--- src/rtl/spike_pkg.sv ---
`default_nettype none
// ============================================================================
// Module      : spike_pkg
// Description : Shared widths, tdata field positions and beat packing helper
//               for the spike inter-spike-interval calculator.
// Revision    : 1.0
// ============================================================================
package spike_pkg;

    localparam int c_TDATA_W       = 32;
    localparam int c_TS_W          = 28;
    localparam int c_DELTA_W       = 27;
    localparam int c_LINE_W        = 4;
    localparam int c_NUM_LINES     = 16;
    localparam int c_LINE_MSB      = 31;
    localparam int c_LINE_LSB      = 28;
    localparam int c_FIRST_BIT     = 27;
    localparam int c_DELTA_FIELD_W = 27;

    typedef logic [c_LINE_W-1:0] line_id_t;

    typedef struct packed {
        line_id_t                   line_id;
        logic                       first;
        logic [c_DELTA_FIELD_W-1:0] delta;
    } isi_beat_t;

    function automatic logic [c_TDATA_W-1:0] pack_isi(
        input line_id_t                   line_id,
        input logic                       first,
        input logic [c_DELTA_FIELD_W-1:0] delta
    );
        isi_beat_t beat;
        beat.line_id = line_id;
        beat.first   = first;
        beat.delta   = delta;
        return beat;
    endfunction

endpackage
`default_nettype wire

--- src/rtl/spike_interval_calc_if.sv ---
`default_nettype none
// ============================================================================
// Module      : spike_interval_calc_if
// Description : Timestamp input stream and interval output stream bundle.
// Revision    : 1.0
// ============================================================================
interface spike_interval_calc_if;

    logic [spike_pkg::c_TDATA_W-1:0] ts_strm_tdata;
    logic                            ts_strm_tvalid;
    logic                            ts_strm_tready;
    logic [spike_pkg::c_TDATA_W-1:0] isi_strm_tdata;
    logic                            isi_strm_tvalid;
    logic                            isi_strm_tready;

    modport master (
        output ts_strm_tdata,
        output ts_strm_tvalid,
        input  ts_strm_tready,
        input  isi_strm_tdata,
        input  isi_strm_tvalid,
        output isi_strm_tready
    );

    modport slave (
        input  ts_strm_tdata,
        input  ts_strm_tvalid,
        output ts_strm_tready,
        output isi_strm_tdata,
        output isi_strm_tvalid,
        input  isi_strm_tready
    );

endinterface
`default_nettype wire

--- src/rtl/isi_delta_sat.sv ---
`default_nettype none
// ============================================================================
// Module      : isi_delta_sat
// Description : Modular timestamp difference, saturated to the delta width.
// Revision    : 1.0
// ============================================================================
module isi_delta_sat #(
    parameter int TS_W    = 28,
    parameter int DELTA_W = 27
) (
    input  wire logic [TS_W-1:0]    i_ts,
    input  wire logic [TS_W-1:0]    i_last,
    output logic      [DELTA_W-1:0] o_delta
);

    // Subtraction in TS_W bits wraps naturally with the timestamp counter
    logic [TS_W-1:0] w_raw;
    assign w_raw = i_ts - i_last;

    generate
        if (TS_W > DELTA_W) begin : g_sat
            logic w_over;
            assign w_over  = |w_raw[TS_W-1:DELTA_W];
            assign o_delta = w_over ? {DELTA_W{1'b1}} : w_raw[DELTA_W-1:0];
        end else begin : g_pass
            assign o_delta = DELTA_W'(w_raw);
        end
    endgenerate

endmodule
`default_nettype wire

--- src/rtl/spike_interval_calc.sv ---
`default_nettype none
// ============================================================================
// Module      : spike_interval_calc
// Description : Per-line inter-spike interval calculator with a single
//               full-throughput output register and a wrapping beat counter.
// Revision    : 1.0
// ============================================================================
module spike_interval_calc
    import spike_pkg::*;
#(
    parameter int TS_W    = c_TS_W,
    parameter int DELTA_W = c_DELTA_W
) (
    input  wire logic              ts_strm_clk,
    input  wire logic              resetn,
    spike_interval_calc_if.slave   strm,
    input  wire logic              table_clr,
    output logic [31:0]            beat_count
);

    logic [TS_W-1:0]        r_last [c_NUM_LINES];
    logic [c_NUM_LINES-1:0] r_seen;
    logic                   r_out_valid;
    logic [c_TDATA_W-1:0]   r_out_data;
    logic [31:0]            r_beat_count;

    logic                       w_accept;
    line_id_t                   w_line;
    logic [TS_W-1:0]            w_ts;
    logic                       w_first;
    logic [DELTA_W-1:0]         w_delta;
    logic [c_DELTA_FIELD_W-1:0] w_delta_field;
    logic [c_NUM_LINES-1:0]     w_line_hot;
    logic [c_NUM_LINES-1:0]     w_seen_next;

    assign strm.ts_strm_tready = !r_out_valid || strm.isi_strm_tready;
    assign w_accept            = strm.ts_strm_tvalid && strm.ts_strm_tready;

    assign w_line = strm.ts_strm_tdata[c_LINE_MSB:c_LINE_LSB];
    assign w_ts   = strm.ts_strm_tdata[TS_W-1:0];

    // A clear in the same cycle as the beat makes that beat the line's first
    assign w_first = !r_seen[w_line] || table_clr;

    isi_delta_sat #(
        .TS_W    (TS_W),
        .DELTA_W (DELTA_W)
    ) u_delta (
        .i_ts    (w_ts),
        .i_last  (r_last[w_line]),
        .o_delta (w_delta)
    );

    assign w_delta_field = w_first ? '0 : c_DELTA_FIELD_W'(w_delta);

    assign w_line_hot  = {{(c_NUM_LINES-1){1'b0}}, 1'b1} << w_line;
    assign w_seen_next = (table_clr ? '0 : r_seen) | (w_accept ? w_line_hot : '0);

    always_ff @(posedge ts_strm_clk or negedge resetn) begin
        if (!resetn) begin
            for (int i = 0; i < c_NUM_LINES; i++) begin
                r_last[i] <= '0;
            end
            r_seen <= '0;
        end else begin
            r_seen <= w_seen_next;
            if (w_accept) begin
                r_last[w_line] <= w_ts;
            end
        end
    end

    // Output register holds its beat until taken; a new beat may replace it on the same edge
    always_ff @(posedge ts_strm_clk or negedge resetn) begin
        if (!resetn) begin
            r_out_valid  <= 1'b0;
            r_out_data   <= '0;
            r_beat_count <= '0;
        end else begin
            if (w_accept) begin
                r_out_valid  <= 1'b1;
                r_out_data   <= pack_isi(w_line, w_first, w_delta_field);
                r_beat_count <= r_beat_count + 32'd1;
            end else if (strm.isi_strm_tready) begin
                r_out_valid <= 1'b0;
            end
        end
    end

    assign strm.isi_strm_tvalid = r_out_valid;
    assign strm.isi_strm_tdata  = r_out_data;
    assign beat_count           = r_beat_count;

endmodule
`default_nettype wire
--- src/flat_wrapper.sv ---
// flat-port wrapper written by rule: the top's interface ports become plain ports
module spike_interval_calc_flat import spike_pkg::*;
#(
    parameter int TS_W    = c_TS_W,
    parameter int DELTA_W = c_DELTA_W
)
  (ts_strm_clk, resetn, table_clr, beat_count, strm_ts_strm_tdata, strm_ts_strm_tvalid, strm_ts_strm_tready, strm_isi_strm_tdata, strm_isi_strm_tvalid, strm_isi_strm_tready);
  spike_interval_calc_if strm_i ();
  input  wire logic ts_strm_clk;
  input  wire logic resetn;
  input  wire logic table_clr;
  output logic [31:0] beat_count;
  input wire logic [$bits(strm_i.ts_strm_tdata)-1:0] strm_ts_strm_tdata;
  input wire logic [$bits(strm_i.ts_strm_tvalid)-1:0] strm_ts_strm_tvalid;
  output wire logic [$bits(strm_i.ts_strm_tready)-1:0] strm_ts_strm_tready;
  output wire logic [$bits(strm_i.isi_strm_tdata)-1:0] strm_isi_strm_tdata;
  output wire logic [$bits(strm_i.isi_strm_tvalid)-1:0] strm_isi_strm_tvalid;
  input wire logic [$bits(strm_i.isi_strm_tready)-1:0] strm_isi_strm_tready;
  assign strm_i.ts_strm_tdata = strm_ts_strm_tdata;
  assign strm_i.ts_strm_tvalid = strm_ts_strm_tvalid;
  assign strm_ts_strm_tready = strm_i.ts_strm_tready;
  assign strm_isi_strm_tdata = strm_i.isi_strm_tdata;
  assign strm_isi_strm_tvalid = strm_i.isi_strm_tvalid;
  assign strm_i.isi_strm_tready = strm_isi_strm_tready;
  spike_interval_calc #(.TS_W(TS_W), .DELTA_W(DELTA_W)) u_core (.ts_strm_clk(ts_strm_clk), .resetn(resetn), .strm(strm_i), .table_clr(table_clr), .beat_count(beat_count));
endmodule
--- config.mk ---
export PLATFORM = sky130hd
export DESIGN_NAME = spike_interval_calc_flat
export DESIGN_NICKNAME = d
export VERILOG_FILES = /design/src/rtl/spike_pkg.sv /design/src/rtl/spike_interval_calc_if.sv /design/src/rtl/isi_delta_sat.sv /design/src/rtl/spike_interval_calc.sv /design/src/flat_wrapper.sv
export SDC_FILE = /design/constraint.sdc
export NUM_CORES = 1
export LEC_CHECK = 0
export CAP_MARGIN = 20
export CORE_UTILIZATION = 50
export DETAILED_ROUTE_END_ITERATION = 16
export PLACE_DENSITY = 0.68
export REMOVE_ABC_BUFFERS = 1
export SLEW_MARGIN = 15
export SYNTH_ARGS = -nofsm -noshare
export SYNTH_HDL_FRONTEND = slang
export SYNTH_SLANG_ARGS = --single-unit
--- constraint.sdc ---
create_clock -name ts_strm_clk -period 4.8 [get_ports ts_strm_clk]
set_input_delay 0.72 -clock ts_strm_clk [delete_from_list [all_inputs] [get_ports ts_strm_clk]]
set_output_delay 0.72 -clock ts_strm_clk [all_outputs]
set_load 0.05 [all_outputs]
# After elaboration in Yosys (flattened, before gate mapping)
# Index checks and enable logic that the tools add are counted.
# word_totals
register_bits	529
latchBits	0
mem_bits_rw	0
romBits	0
inputBits	37
elab_cells	49
n_memories	0
# op_classes
n_addsub	2
n_mul	0
n_div	0
n_lt_le_gt_ge	3
n_eq_ne	0
shifts	1
muxes	14
bitwise_logic	2
n_reduce_logical	7
# op_table
op	n
$bwmux W448	1
$bmux W28 S4	1
$demux W28 S4	1
$mux W28	3
$mux W27	2
$add A32 B1 Y32 const B	1
$mux W16	2
$sub A28 B28 Y28	1
$or A16 B16 Y16	1
$shl A1 B4 Y16 const A	1
$ge A5 B5 Y1 const B	1
$lt A4 B5 Y1 const B	1
$lt A5 B1 Y1 const B	1
$not A4 Y5	1
$bmux W1 S4	1
$mux W1	3
$logic_and A1 B1 Y1	2
$logic_not A1 Y1	2
$logic_or A1 B1 Y1	2
$reduce_bool A2 Y1	1

# Logic depth before layout (Yosys ltp)
# depth
depth_word	7
ltp_mapped	18

# By module
# A second synthesis with hierarchy kept.
# unflattened
hier_cells	1800
area_unflattened_um2	25537.0
# modules_own_cells
mod	instances	cells_each	area_each_um2
spike_interval_calc	1	1543	23872.9
isi_delta_sat	1	257	1664.1

# Least setup slack after synthesis
# No wires, ideal clock.
# synth_timing
path_type	input port to flip-flop
startpoint	in strm_ts_strm_tdata[29]
endpoint	reg u_core.r_out_data[10] (netlist: u_core.strm.isi_strm_tdata[10])
setup_time_ns	0.066
t_arrival_ns	4.743
required_ns	4.734
path_slack_ns	-0.008
cell_stages	17
path_cell_list	clkbuf_1 > clkbuf_1 > clkbuf_1 > clkbuf_1 > mux4_2 > mux4_2 > inv_1 > ha_1 > nor2b_1 > o31a_1 > o211ai_1 > o311ai_1 > a311oi_1 > xnor2_2 > buf_2 > o21ai_1 > nand2_1
# synth_via
elab_chain_len	7
# synth_rtl
item	line	source
from (decl)	flat_wrapper.sv:13	input wire logic [$bits(strm_i.ts_strm_tdata)-1:0] strm_ts_strm_tdata;
$not A4 Y5 (not written as such)	spike_interval_calc.sv:50	.i_last (r_last[w_line]),
$bmux W28 S4	spike_interval_calc.sv:50	
$mux W28 (not written as such) (2 in series)	spike_interval_calc.sv:50	
$sub A28 B28 Y28	isi_delta_sat.sv:18	assign w_raw = i_ts - i_last;
$mux W27	isi_delta_sat.sv:24	assign o_delta = w_over ? {DELTA_W{1'b1}} : w_raw[DELTA_W-1:0];
$mux W27 (*)	spike_interval_calc.sv:54	assign w_delta_field = w_first ? '0 : c_DELTA_FIELD_W'(w_delta);
to (signal assigned)	spike_interval_calc.sv:82	r_out_data <= pack_isi(w_line, w_first, w_delta_field);
to (decl)	spike_interval_calc.sv:24	logic [c_TDATA_W-1:0] r_out_data;
# Every way passes the cells marked *; elsewhere a longest branch is shown, timed or not. The select of a mux whose other input is x is not followed.
# A chain may end at the register's enable or synchronous reset.

# Worst setup path in the final report
# layout_timing
startpoint	in strm_ts_strm_tdata[28]
endpoint	reg u_core.r_out_data[26] (netlist: u_core.strm.isi_strm_tdata[26])
# The elaborated chain is that of the path after synthesis.

==> qor.yml <==
routing:
  drt-pass1-iter-count: 7
  drc: 0
  avgRoutedWirePerCell_um: 23.39
  routed_wl_mm: 60.08
  num_vias: 15146
  avgViaCountPerCell: 5.898
  drtIter0Drc: 1100
  antenna_left: 0
setup_path:
  reg2reg_from: "u_core.r_last[2]"
  cp_slowest_cell: "a2111oi_0"
  worstSetupPathType: "primary input to register"
  arrival_ns: 4.76
  worstSetupEndpointType: "register"
  worstPathBufferInverterCount: 4
  cpLargestDelayFamily: "compound AO/OA/AOI/OAI gates"
  cp_slowest_stage_delay_ns: 0.58
  crit_fanout: 25
  crit_required_ns: 5.29
  crit_path_start: "strm_ts_strm_tdata[28]"
  cp_cell_sequence: "clkbuf_8 > buf_12 > buf_4 > mux4_2 > mux4_2 > inv_1 > ha_1 > a21oi_1 > o21ai_0 > o311a_1 > nor2_1 > o21ai_0 > a2111oi_0 > or4_1 > nand4_1"
  startpoint_type: "primary input"
cells_and_area:
  area_growth_pct: 16.48
  fin_cells: 2568
  drive_above_1_share_pct: 40.97
  final_net_count: 1929
  diodes: 0
  layout_commonest_cell: "dfrtp_1"
  final_cell_mix: "dfrtp_1 (529), mux2_2 (435), mux4_2 (145), clkdlybuf4s50_1 (97), nand2_1 (94)"
  fill_cells: 3896
synth:
  synth_fa_ha_area_share_pct: 1.538
  syn_inst: 1746
  synth.largest_area_cell: "dfrtp_1"
  syn_area_sq_um: 24890
  synthArstFlopShare_pct: 100.0
  ys.flop_type: "dfrtp_1"
  synth_top_family_by_area: "multiplexers"
  syn_avg_cell_area_sq_um: 14.26
  synth_edf_count: 0
  yosysUniqueCellTypes: 55
  yosys.area_share.xor_xnor_pct: 1.714
  synth.area.top_cells: "dfrtp_1 (53%), mux2_2 (20%), mux4_2 (13%), nand2_1 (1.6%), clkbuf_1 (1.5%)"
  synth-compound-area-share_pct: 3.700
  synth-seq-area-share_pct: 53.18
  synth_top_area_share_pct: 53.18
  synthSimpleGateAreaFrac_pct: 4.067
  yosysWarningCount: 0
  synth_seq_cells: 529
  synth.area.mux_share_pct: 32.84
grt:
  grt_pass1_wl_mm: 94.60
  use_met1_pct: 34.56
  grt_max_degree: 119
  antenna_found_initial: 1
  overflow: 0
  grt_pass1_vias: 15897
  grt_use_met2_pct: 40.27
  grt_use_total_pct: 24.71
  grt.met3_usage_pct: 3.651
  grt.busiest_layer: "met2"
placed_design:
  hpwl_mm: 37.87
  port-buffer-count: 102
  dp_cells: 2467
  place.gp.congestion: 0.8878
cts:
  post_cts_buffers: 0
  root_buffer: "clkbuf_16"
  postCtsHoldBufs: 0
  cts.sink_count: 529
  cts.clk_slew.worst_paths_ns: 0.07
  post_cts_resized: 0
  clockBufferDepth: 3
  numCtsBuffers: 57
  insertion_delay_ns: 0.62
  cts_tree: "done"
  h-tree-depth: 2
power:
  ir_drop_uv: 330.9
  p_leak_nw: 12.93
  pwr_density_cell_nw_per_um2: 461.5
sta:
  clock_skew_ns: 0.01818
  clock.fmax_mhz: 234.4
  period_minus_slack_ns: 4.267
  slew_violations: 0
  rsz0062_at_grt: "no"
  hold_viol_final: 0
  setup_viol: 0
  max_slew_margin_pct: 28.33
  fin_tns_setup_ns: 0
  period_share_pct: 88.89
  timing.hold.ws_ns: 0.1123
  worstMarginPinSlew_ns: 1.071
worst_hold_path:
  min_path_type: "primary input to asynchronous set/reset pin"
die:
  initial_utilization_pct: 50.74
  die_y_um: 225.1
  rows: 81
  fp.dieW_um: 225.1
  core_sq_um: 49050
  ioPinCount: 103
  die_area_sq_um: 50680
run:
  max-cap-violations: 0
status:
  status: "complete, no violations"
==> metrics by stage <==
step / utilization [%] / instance area [sq um] / power, W / setup WS, ns
floorplan: - / 24370 / 0.007959 / 0.9234
global placement: 55.26 / 27110 / 0.008904 / -0.02090
detailed placement: 55.26 / 27110 / 0.009038 / -0.06542
CTS: 59.11 / 28990 / 0.01346 / 0.5751
global route: 59.11 / 28990 / 0.01401 / 0.2754
finish: 59.11 / 28990 / 0.01338 / 0.5333
==> worst reg2reg max path: stages (launching register included) <==
cell and delay [ns]:
dfrtp_1 0.37, mux4_2 0.49, mux4_2 0.48, inv_1 0.09, ha_1 0.29, a211oi_1 0.24
nor2_1 0.12, a31oi_1 0.41, o21a_1 0.27, o21ai_0 0.17, a2111oi_0 0.58, or4_1 0.19
nand4_1 0.08
==> metal layers <==
layer	vias to the layer above	share of wire, %
met1	8070	45
met2	371	48
li1	6615	-
met4	2	2.2
met5	-	0.028
met3	88	4.9
==> area by class of cell <==
type	count	area, sq um	share of cell area, %
Tap cell	664	830.8	2.866
Multi-Input combinational cell	1030	10970	37.83
Clock inverter	17	195.2	0.6732
Timing Repair Buffer	187	1856	6.400
Sequential cell	529	13240	45.66
Clock buffer	84	1690	5.830
Inverter	57	214.0	0.7380
==> state kept, by name, summed over array words and instances (netlist names) <==
signal,cells
u_core.beat_count,32
u_core.r_last,448
u_core.r_seen,16
u_core.strm.isi_strm_tdata,32
u_core.strm.isi_strm_tvalid,1
==> cell usage after synthesis (8+ instances only) <==
cell type / count
a21o_1: 9
a21oi_1: 26
dfrtp_1: 529
buf_1: 11
nand4_1: 14
nor2_1: 27
mux2_2: 435
mux4_2: 145
and3_1: 8
nand2_1: 107
nand3_1: 22
nand2b_1: 8
inv_1: 57
o21ai_0: 61
nor2b_1: 8
buf_2: 18
xnor2_1: 30
ha_1: 29
o21ai_1: 20
xor2_1: 15
clkbuf_1: 99
==> logic make-up after synthesis <==
logic type / Yosys count
AOI/OAI and AO/OA: 154
xor gates and xnor gates: 47
adders and majority gates: 30
buffers and inverters: 187
DFF: 529
muxes: 581
and+or+nand+nor: 218
==> power breakdown <==
| part | internal [W] | switching (W) |
|---|---|---|
| Clock | 0.00263 | 0.00177 |
| Combinational | 0.00170 | 0.00142 |
| Sequential | 0.00538 | 0.000478 |
==> final timing paths <==
kind                                             endpoint  slack [ns]  cells past startpoint
hold / removal                           u_core.r_last[5]        0.11                      1
min in group ts_strm_clk   u_core.strm.isi_strm_tdata[15]        0.47                      2
hold reg to reg            u_core.strm.isi_strm_tdata[15]        0.47                      2
setup / recovery           u_core.strm.isi_strm_tdata[26]        0.53                     15
max in group asynchronous              u_core.r_last[234]        3.52                      2
setup reg to reg           u_core.strm.isi_strm_tdata[26]        0.90                     12
No activity file was read; power rests on OpenSTA's default activity.
